<file path="config.mk">
export PLATFORM = sky130hd
export DESIGN_NAME = n64_pif_serial_if
export DESIGN_NICKNAME = d
export VERILOG_FILES = /design/src/rtl/n64_pif_pkg.sv /design/src/rtl/n64_pif_sync.sv /design/src/rtl/n64_pif_serial_if.sv
export SDC_FILE = /design/constraint.sdc
export NUM_CORES = 1
export LEC_CHECK = 0
export ABC_AREA = 1
export CAP_MARGIN = 20
export CORE_ASPECT_RATIO = 1.5
export CORE_MARGIN = 2
export CORE_UTILIZATION = 35
export CTS_BUF_LIST = sky130_fd_sc_hd__clkbuf_8
export CTS_CLUSTER_DIAMETER = 150
export DETAILED_ROUTE_END_ITERATION = 6
export GPL_ROUTABILITY_DRIVEN = 0
export RECOVER_POWER = 100
export SLEW_MARGIN = 15
export SYNTH_ARGS = -nofsm -noshare
export SYNTH_HDL_FRONTEND = slang
export SYNTH_HIERARCHICAL = 1
export SYNTH_SLANG_ARGS = --single-unit
</file>
<file path="constraint.sdc">
create_clock -name clk -period 2.2 [get_ports clk]
set_input_delay 0.66 -clock clk [delete_from_list [all_inputs] [get_ports clk]]
set_output_delay 0.66 -clock clk [all_outputs]
set_load 0.02 [all_outputs]
</file>
<file path="src/rtl/n64_pif_pkg.sv">
// Shared definitions for the N64-side PIF serial front end: command op codes,
// FSM state encodings and transfer lengths.
package n64_pif_pkg;

  typedef enum logic [1:0] {
    OP_READ4   = 2'b00,
    OP_WRITE4  = 2'b01,
    OP_READ64  = 2'b10,
    OP_WRITE64 = 2'b11
  } pif_op_e;

  typedef enum logic [2:0] {
    StIdle    = 3'd0,
    StCmd     = 3'd1,
    StWrData  = 3'd2,
    StRdFetch = 3'd3,
    StRdShift = 3'd4,
    StDone    = 3'd5
  } pif_state_e;

  localparam logic [6:0] LEN4  = 7'd4;
  localparam logic [6:0] LEN64 = 7'd64;

  // cmd[6] set means the console sends data; cmd[7] selects the 64-byte length.
  function automatic logic op_is_write(input pif_op_e op);
    return (op == OP_WRITE4) || (op == OP_WRITE64);
  endfunction

  function automatic logic [6:0] op_len(input pif_op_e op);
    return ((op == OP_READ64) || (op == OP_WRITE64)) ? LEN64 : LEN4;
  endfunction

endpackage

</file>
<file path="src/rtl/n64_pif_sync.sv">
// Synchroniser for the sampled RCP serial clock and data, with single-cycle
// rise/fall pulses derived from the synchronised clock.
module n64_pif_sync #(
  parameter int unsigned SYNC_STAGES = 2
) (
  input  logic clk_i,
  input  logic rst_i,
  input  logic n64_clk_i,
  input  logic n64_rsp_i,
  output logic rise_o,
  output logic fall_o,
  output logic rsp_o
);

  logic [SYNC_STAGES-1:0] clk_sync_q, clk_sync_d;
  logic [SYNC_STAGES-1:0] rsp_sync_q, rsp_sync_d;
  logic                   clk_prev_q, clk_prev_d;

  always_comb begin
    clk_sync_d = {clk_sync_q[SYNC_STAGES-2:0], n64_clk_i};
    rsp_sync_d = {rsp_sync_q[SYNC_STAGES-2:0], n64_rsp_i};
    clk_prev_d = clk_sync_q[SYNC_STAGES-1];
  end

  // Data line idles high, so its chain resets to ones to avoid a false start bit.
  always_ff @(posedge clk_i or posedge rst_i) begin
    if (rst_i) begin
      clk_sync_q <= '0;
      rsp_sync_q <= '1;
      clk_prev_q <= 1'b0;
    end else begin
      clk_sync_q <= clk_sync_d;
      rsp_sync_q <= rsp_sync_d;
      clk_prev_q <= clk_prev_d;
    end
  end

  assign rise_o = clk_sync_q[SYNC_STAGES-1] & ~clk_prev_q;
  assign fall_o = ~clk_sync_q[SYNC_STAGES-1] & clk_prev_q;
  assign rsp_o  = rsp_sync_q[SYNC_STAGES-1];

endmodule

</file>
<file path="src/rtl/n64_pif_serial_if.sv">
// N64-side PIF serial front end: decodes RCP command frames and moves bytes
// through port B of the PIF RAM. Optional watchdog: PIF_SERIAL_TIMEOUT_EN.
module n64_pif_serial_if
  import n64_pif_pkg::*;
#(
  parameter int unsigned SYNC_STAGES    = 2,
  parameter int unsigned ADDR_W         = 6,
  parameter int unsigned TIMEOUT_CYCLES = 4096
) (
  input  logic              clk,
  input  logic              reset,
  input  logic              n64_clk,
  input  logic              n64_rsp,
  output logic              n64_pif,
  output logic [ADDR_W-1:0] ram_address,
  output logic              ram_wren,
  output logic [7:0]        ram_data_out,
  input  logic [7:0]        ram_q,
  output logic              busy,
  output logic              frame_done,
  output logic              frame_error,
  output logic [7:0]        last_cmd
);

  logic rise, fall, rsp_s;

  n64_pif_sync #(
    .SYNC_STAGES(SYNC_STAGES)
  ) u_sync (
    .clk_i     (clk),
    .rst_i     (reset),
    .n64_clk_i (n64_clk),
    .n64_rsp_i (n64_rsp),
    .rise_o    (rise),
    .fall_o    (fall),
    .rsp_o     (rsp_s)
  );

  pif_state_e        state_q, state_d;
  logic [2:0]        bit_cnt_q, bit_cnt_d;
  logic [7:0]        shift_q, shift_d;
  logic [ADDR_W-1:0] addr_q, addr_d;
  logic [ADDR_W-1:0] ram_addr_q, ram_addr_d;
  logic [6:0]        byte_cnt_q, byte_cnt_d;
  logic [7:0]        last_cmd_q, last_cmd_d;
  logic [7:0]        ram_data_q, ram_data_d;
  logic              ram_wren_q, ram_wren_d;
  logic              pif_q, pif_d;
  logic              fetch_q, fetch_d;
  logic [7:0]        shift_in;

`ifdef PIF_SERIAL_TIMEOUT_EN
  localparam int unsigned WdW = $clog2(TIMEOUT_CYCLES + 1);
  logic [WdW-1:0] wd_q, wd_d;
  logic           frame_error_q, frame_error_d;
`else
  logic unused_timeout_cfg;
  assign unused_timeout_cfg = ^TIMEOUT_CYCLES;
`endif

  always_comb begin
    state_d    = state_q;
    bit_cnt_d  = bit_cnt_q;
    shift_d    = shift_q;
    addr_d     = addr_q;
    ram_addr_d = ram_addr_q;
    byte_cnt_d = byte_cnt_q;
    last_cmd_d = last_cmd_q;
    ram_data_d = ram_data_q;
    ram_wren_d = 1'b0;
    pif_d      = pif_q;
    fetch_d    = fetch_q;
    shift_in   = {shift_q[6:0], rsp_s};

    unique case (state_q)
      StIdle: begin
        if (fall) pif_d = 1'b1;
        if (rise && !rsp_s) begin
          state_d   = StCmd;
          bit_cnt_d = 3'd0;
        end
      end
      StCmd: begin
        if (rise) begin
          shift_d   = shift_in;
          bit_cnt_d = bit_cnt_q + 3'd1;
          if (bit_cnt_q == 3'd7) begin
            last_cmd_d = shift_in;
            addr_d     = ADDR_W'(shift_in[5:0]);
            ram_addr_d = ADDR_W'(shift_in[5:0]);
            byte_cnt_d = op_len(pif_op_e'(shift_in[7:6]));
            fetch_d    = 1'b0;
            state_d    = op_is_write(pif_op_e'(shift_in[7:6])) ? StWrData : StRdFetch;
          end
        end
      end
      StWrData: begin
        if (rise) begin
          shift_d   = shift_in;
          bit_cnt_d = bit_cnt_q + 3'd1;
          if (bit_cnt_q == 3'd7) begin
            ram_addr_d = addr_q;
            ram_data_d = shift_in;
            ram_wren_d = 1'b1;
            addr_d     = addr_q + ADDR_W'(1);
            byte_cnt_d = byte_cnt_q - 7'd1;
            if (byte_cnt_q == 7'd1) state_d = StDone;
          end
        end
      end
      StRdFetch: begin
        // ram_address already holds addr_q on entry; second cycle sees valid ram_q.
        if (!fetch_q) begin
          fetch_d = 1'b1;
        end else begin
          fetch_d   = 1'b0;
          shift_d   = ram_q;
          bit_cnt_d = 3'd0;
          state_d   = StRdShift;
        end
      end
      StRdShift: begin
        if (fall) begin
          pif_d     = shift_q[7];
          shift_d   = {shift_q[6:0], 1'b1};
          bit_cnt_d = bit_cnt_q + 3'd1;
          if (bit_cnt_q == 3'd7) begin
            addr_d     = addr_q + ADDR_W'(1);
            ram_addr_d = addr_q + ADDR_W'(1);
            byte_cnt_d = byte_cnt_q - 7'd1;
            state_d    = (byte_cnt_q == 7'd1) ? StDone : StRdFetch;
          end
        end
      end
      StDone: begin
        if (fall) pif_d = 1'b1;
        state_d = StIdle;
      end
      default: state_d = StIdle;
    endcase

`ifdef PIF_SERIAL_TIMEOUT_EN
    wd_d          = wd_q;
    frame_error_d = 1'b0;
    if (state_q == StIdle || rise || fall) begin
      wd_d = '0;
    end else if (wd_q == WdW'(TIMEOUT_CYCLES - 1)) begin
      wd_d          = '0;
      state_d       = StIdle;
      pif_d         = 1'b1;
      ram_wren_d    = 1'b0;
      frame_error_d = 1'b1;
    end else begin
      wd_d = wd_q + WdW'(1);
    end
`endif
  end

  always_ff @(posedge clk or posedge reset) begin
    if (reset) begin
      state_q    <= StIdle;
      bit_cnt_q  <= 3'd0;
      shift_q    <= 8'd0;
      addr_q     <= '0;
      ram_addr_q <= '0;
      byte_cnt_q <= 7'd0;
      last_cmd_q <= 8'd0;
      ram_data_q <= 8'd0;
      ram_wren_q <= 1'b0;
      pif_q      <= 1'b1;
      fetch_q    <= 1'b0;
    end else begin
      state_q    <= state_d;
      bit_cnt_q  <= bit_cnt_d;
      shift_q    <= shift_d;
      addr_q     <= addr_d;
      ram_addr_q <= ram_addr_d;
      byte_cnt_q <= byte_cnt_d;
      last_cmd_q <= last_cmd_d;
      ram_data_q <= ram_data_d;
      ram_wren_q <= ram_wren_d;
      pif_q      <= pif_d;
      fetch_q    <= fetch_d;
    end
  end

`ifdef PIF_SERIAL_TIMEOUT_EN
  always_ff @(posedge clk or posedge reset) begin
    if (reset) begin
      wd_q          <= '0;
      frame_error_q <= 1'b0;
    end else begin
      wd_q          <= wd_d;
      frame_error_q <= frame_error_d;
    end
  end

  assign frame_error = frame_error_q;
`else
  assign frame_error = 1'b0;
`endif

  assign n64_pif      = pif_q;
  assign ram_address  = ram_addr_q;
  assign ram_wren     = ram_wren_q;
  assign ram_data_out = ram_data_q;
  assign busy         = (state_q != StIdle);
  assign frame_done   = (state_q == StDone);
  assign last_cmd     = last_cmd_q;

endmodule

</file>
==> out/results.tsv <==
stage	metric	value	unit
run_status	status	complete, no violations	
drt	first_pass_iters	4	
clocking	cts_made_buffers	9	
setup_path	startpoint_type	flop	
setup_path	max_stage_delay	600	ps
clocking	cts-root-buf	clkbuf_8	
logic_synthesis	syn_nets	399	
logic_synthesis	avgSynthCellArea	7.566	um^2
layout	n_fill_cell	846	
drt	finalWirelength	6.716	mm
clocking	postCtsSetupRepairBufs	0	
sta	finalHoldViolCount	0	
grt	grt_max_degree	44	
floorplanning	die_h	115.3	um
sta	period_minus_slack	2127	ps
job	max_cap_violations	0	
grt	gr-usage-all-layers	16.67	%
floorplanning	fp.dieW	78.20	um
power_and_ir_drop	ir_worst_vdd	0.7119	mV
setup_path	worstPathCellList	clkdlybuf4s50_1	
placement	pre_cts_ws	170.5	ps
clocking	postCtsHoldBufs	0	
grt	grt_pass1_wl	11.44	mm
floorplanning	io_pins	39	
floorplanning	core_area	8008	um^2
drt	drcViolationCount	0	
setup_path	path_buf_inv	1	
grt	antenna_found_initial	0	
sta	setup_viol	0	
grt	grt_overflow	0	
sta	holdWs	352.7	ps
layout	area_delta_synth_final	23.20	%
setup_path	required	1540	ps
clocking	h-tree-depth	3	
drt	ant_nets	0	
drt	drt-initial-drc-count	146	
clocking	clk-insertion-delay-late	360	ps
sta	final.setup.worst_slack	72.72	ps
layout	num_antenna_cells	0	
power_and_ir_drop	p_per_area	1016	nW/um^2
logic_synthesis	netlist-cell-type-count	25	
sta	timing.final.crit_share	96.69	%
placement	dp.final_hpwl	4.992	mm
min_path	hold_class	reg -> reg	
logic_synthesis	seq_area_frac_synth	49.48	%
clocking	clock_path_buffers	2	
clocking	cts.sinks	57	
sta	fin_skew	12.50	ps
setup_path	crit_slowest_cell	clkdlybuf4s50_1	
floorplanning	rows	40	
setup_path	cp-end-kind	output pin	
power_and_ir_drop	total_power	3.618	mW
logic_synthesis	yosys_warnings	6	
sta	timing.slew.headroom	45.33	%
clocking	cts_tree	yes	
logic_synthesis	synth_largest_area_cell	dfrtp_1	
logic_synthesis	syn_inst	382	
sta	rsz0062_at_grt	no	
logic_synthesis	netlist_area	2890	um^2
logic_synthesis	synth.top_cell.area_share	46.75	%
layout	layout_common_cells	nand2_1, dfrtp_1, o21ai_0	
layout	post-route-util	44.47	%
sta	fin_setup_tns	0	ps
sta	worst_pin_slew	817.1	ps
floorplanning	start_util	36.09	%
setup_path	arrival	1470	ps
floorplanning	dieArea	9015	um^2
layout	num-nets-final	442	
drt	vias	2515	
sta	final_max_slew_viol_count	0	
power_and_ir_drop	p_leak	1.876	nW
layout	final_common_cell	nand2_1	
sta	timing.fmax	470.1	MHz
setup_path	criticalPathCategory	reg -> out	
placement	port_buffers	37	
drt	viasPerCell	4.701	
setup_path	worstPathMaxFanout	2	
clocking	clk_pin_slew_worst_paths	60	ps
logic_synthesis	synth.area.top_cells	dfrtp_1, nand2_1, o21ai_0	
layout	drive_above_1_share	7.907	%
drt	wl_per_cell	12.55	um
grt	grt_pass1_vias	2422	
logic_synthesis	synth-seq-cells	57	
setup_path	path_delay_family	buffers and inverters	
## synth_stat cells (all sizes together)
cell type	number
nand2	152
dfrtp	54
inv	42
o21ai	41
nand3	33
nor2	28
a21oi	5
ha	5
buf	4
clkbuf	4
nand3b	4
dfstp	3
xor2	3
xnor2	2
conb	1
nand4	1
## routing by layer
layer  vias to the layer above  global-route usage, %  wire length (um)
met4                         0                  10.29               249
met2                        45                  27.30              3369
met5                         -                      0                 0
li1                       1283                      -                 -
met1                      1171                  19.69              2911
met3                        16                  4.082               185
## final timing paths
kind / slack (ps) / end / from / depth (start not counted)
max: 70 / n64_pif / n64_pif / 1
max in group asynchronous: 510 / last_cmd[7] / reset / 3
min reg2reg: 350 / u_sync/clk_sync_q[1] / u_sync/clk_sync_q[0] / 0
max reg2reg: 250 / ram_address[4] / state_q[2] / 8
min in group asynchronous: 660 / u_sync/clk_sync_q[0] / reset / 2
min: 350 / u_sync/clk_sync_q[1] / u_sync/clk_sync_q[0] / 0
## per-stage QoR
step | std cells | cell area [um^2]
4_1_cts | 535 | 3588
6_report | 535 | 3561
3_3_place_gp | 519 | 3390
5_1_grt | 535 | 3561
2_1_floorplan | 382 | 2890
3_5_place_dp | 519 | 3390
## where the power goes
part / internal [mW] / switching [mW] / total (mW)
Combinational: 0.416 / 0.889 / 1.31
Sequential: 1.20 / 0.137 / 1.34
Clock: 0.544 / 0.429 / 0.973
Total: 2.16 / 1.45 / 3.62
## final cells by class
cell class	count	area, um^2	area share (%)
clock buffers	10	137.6	3.865
well taps	105	131.4	3.689
clock inverters	6	58.81	1.651
flip-flops and latches	57	1431	40.20
repair buffers	40	402.9	11.31
inverters	42	157.7	4.427
multi-input cells	275	1241	34.86
## cells by family after synthesis
kind of cell	count (synthesis)	share of synthesized area [%]
compound gates	46	8.095
xor+xnor	5	1.515
fa+ha+maj	5	2.165
buf+inv	50	7.186
flops	57	49.48
other cells	1	0.1297
simple gates	218	31.43
## state kept, by name (all words and copies together) (netlist names)
signal,cells
bit_cnt_q,3
u_sync/clk_sync_q,2
ram_data_out,8
state_q,3
shift_q,8
last_cmd,8
u_sync/clk_prev_q,1
ram_wren,1
addr_q,6
ram_address,6
byte_cnt_q,7
u_sync/rsp_sync_q,2
fetch_q,1
n64_pif,1
## worst register-to-register path, cell delays in order (launching register included)
cell     delay (ps)
dfrtp_1         460
inv_2           110
nand2_1         130
nor2_2          110
nor2_1          650
nand2_1         180
nand3_1         140
nand2_1          70
nand2_1          60
## timing repair
item / in CTS / in global routing
endpoints found under the hold margin: 0 / 0
setup endpoints to repair: 2 / 1
pin swaps: 0 / 0
resized for setup: 3 / 1
Power figures use the tool's default switching activity.
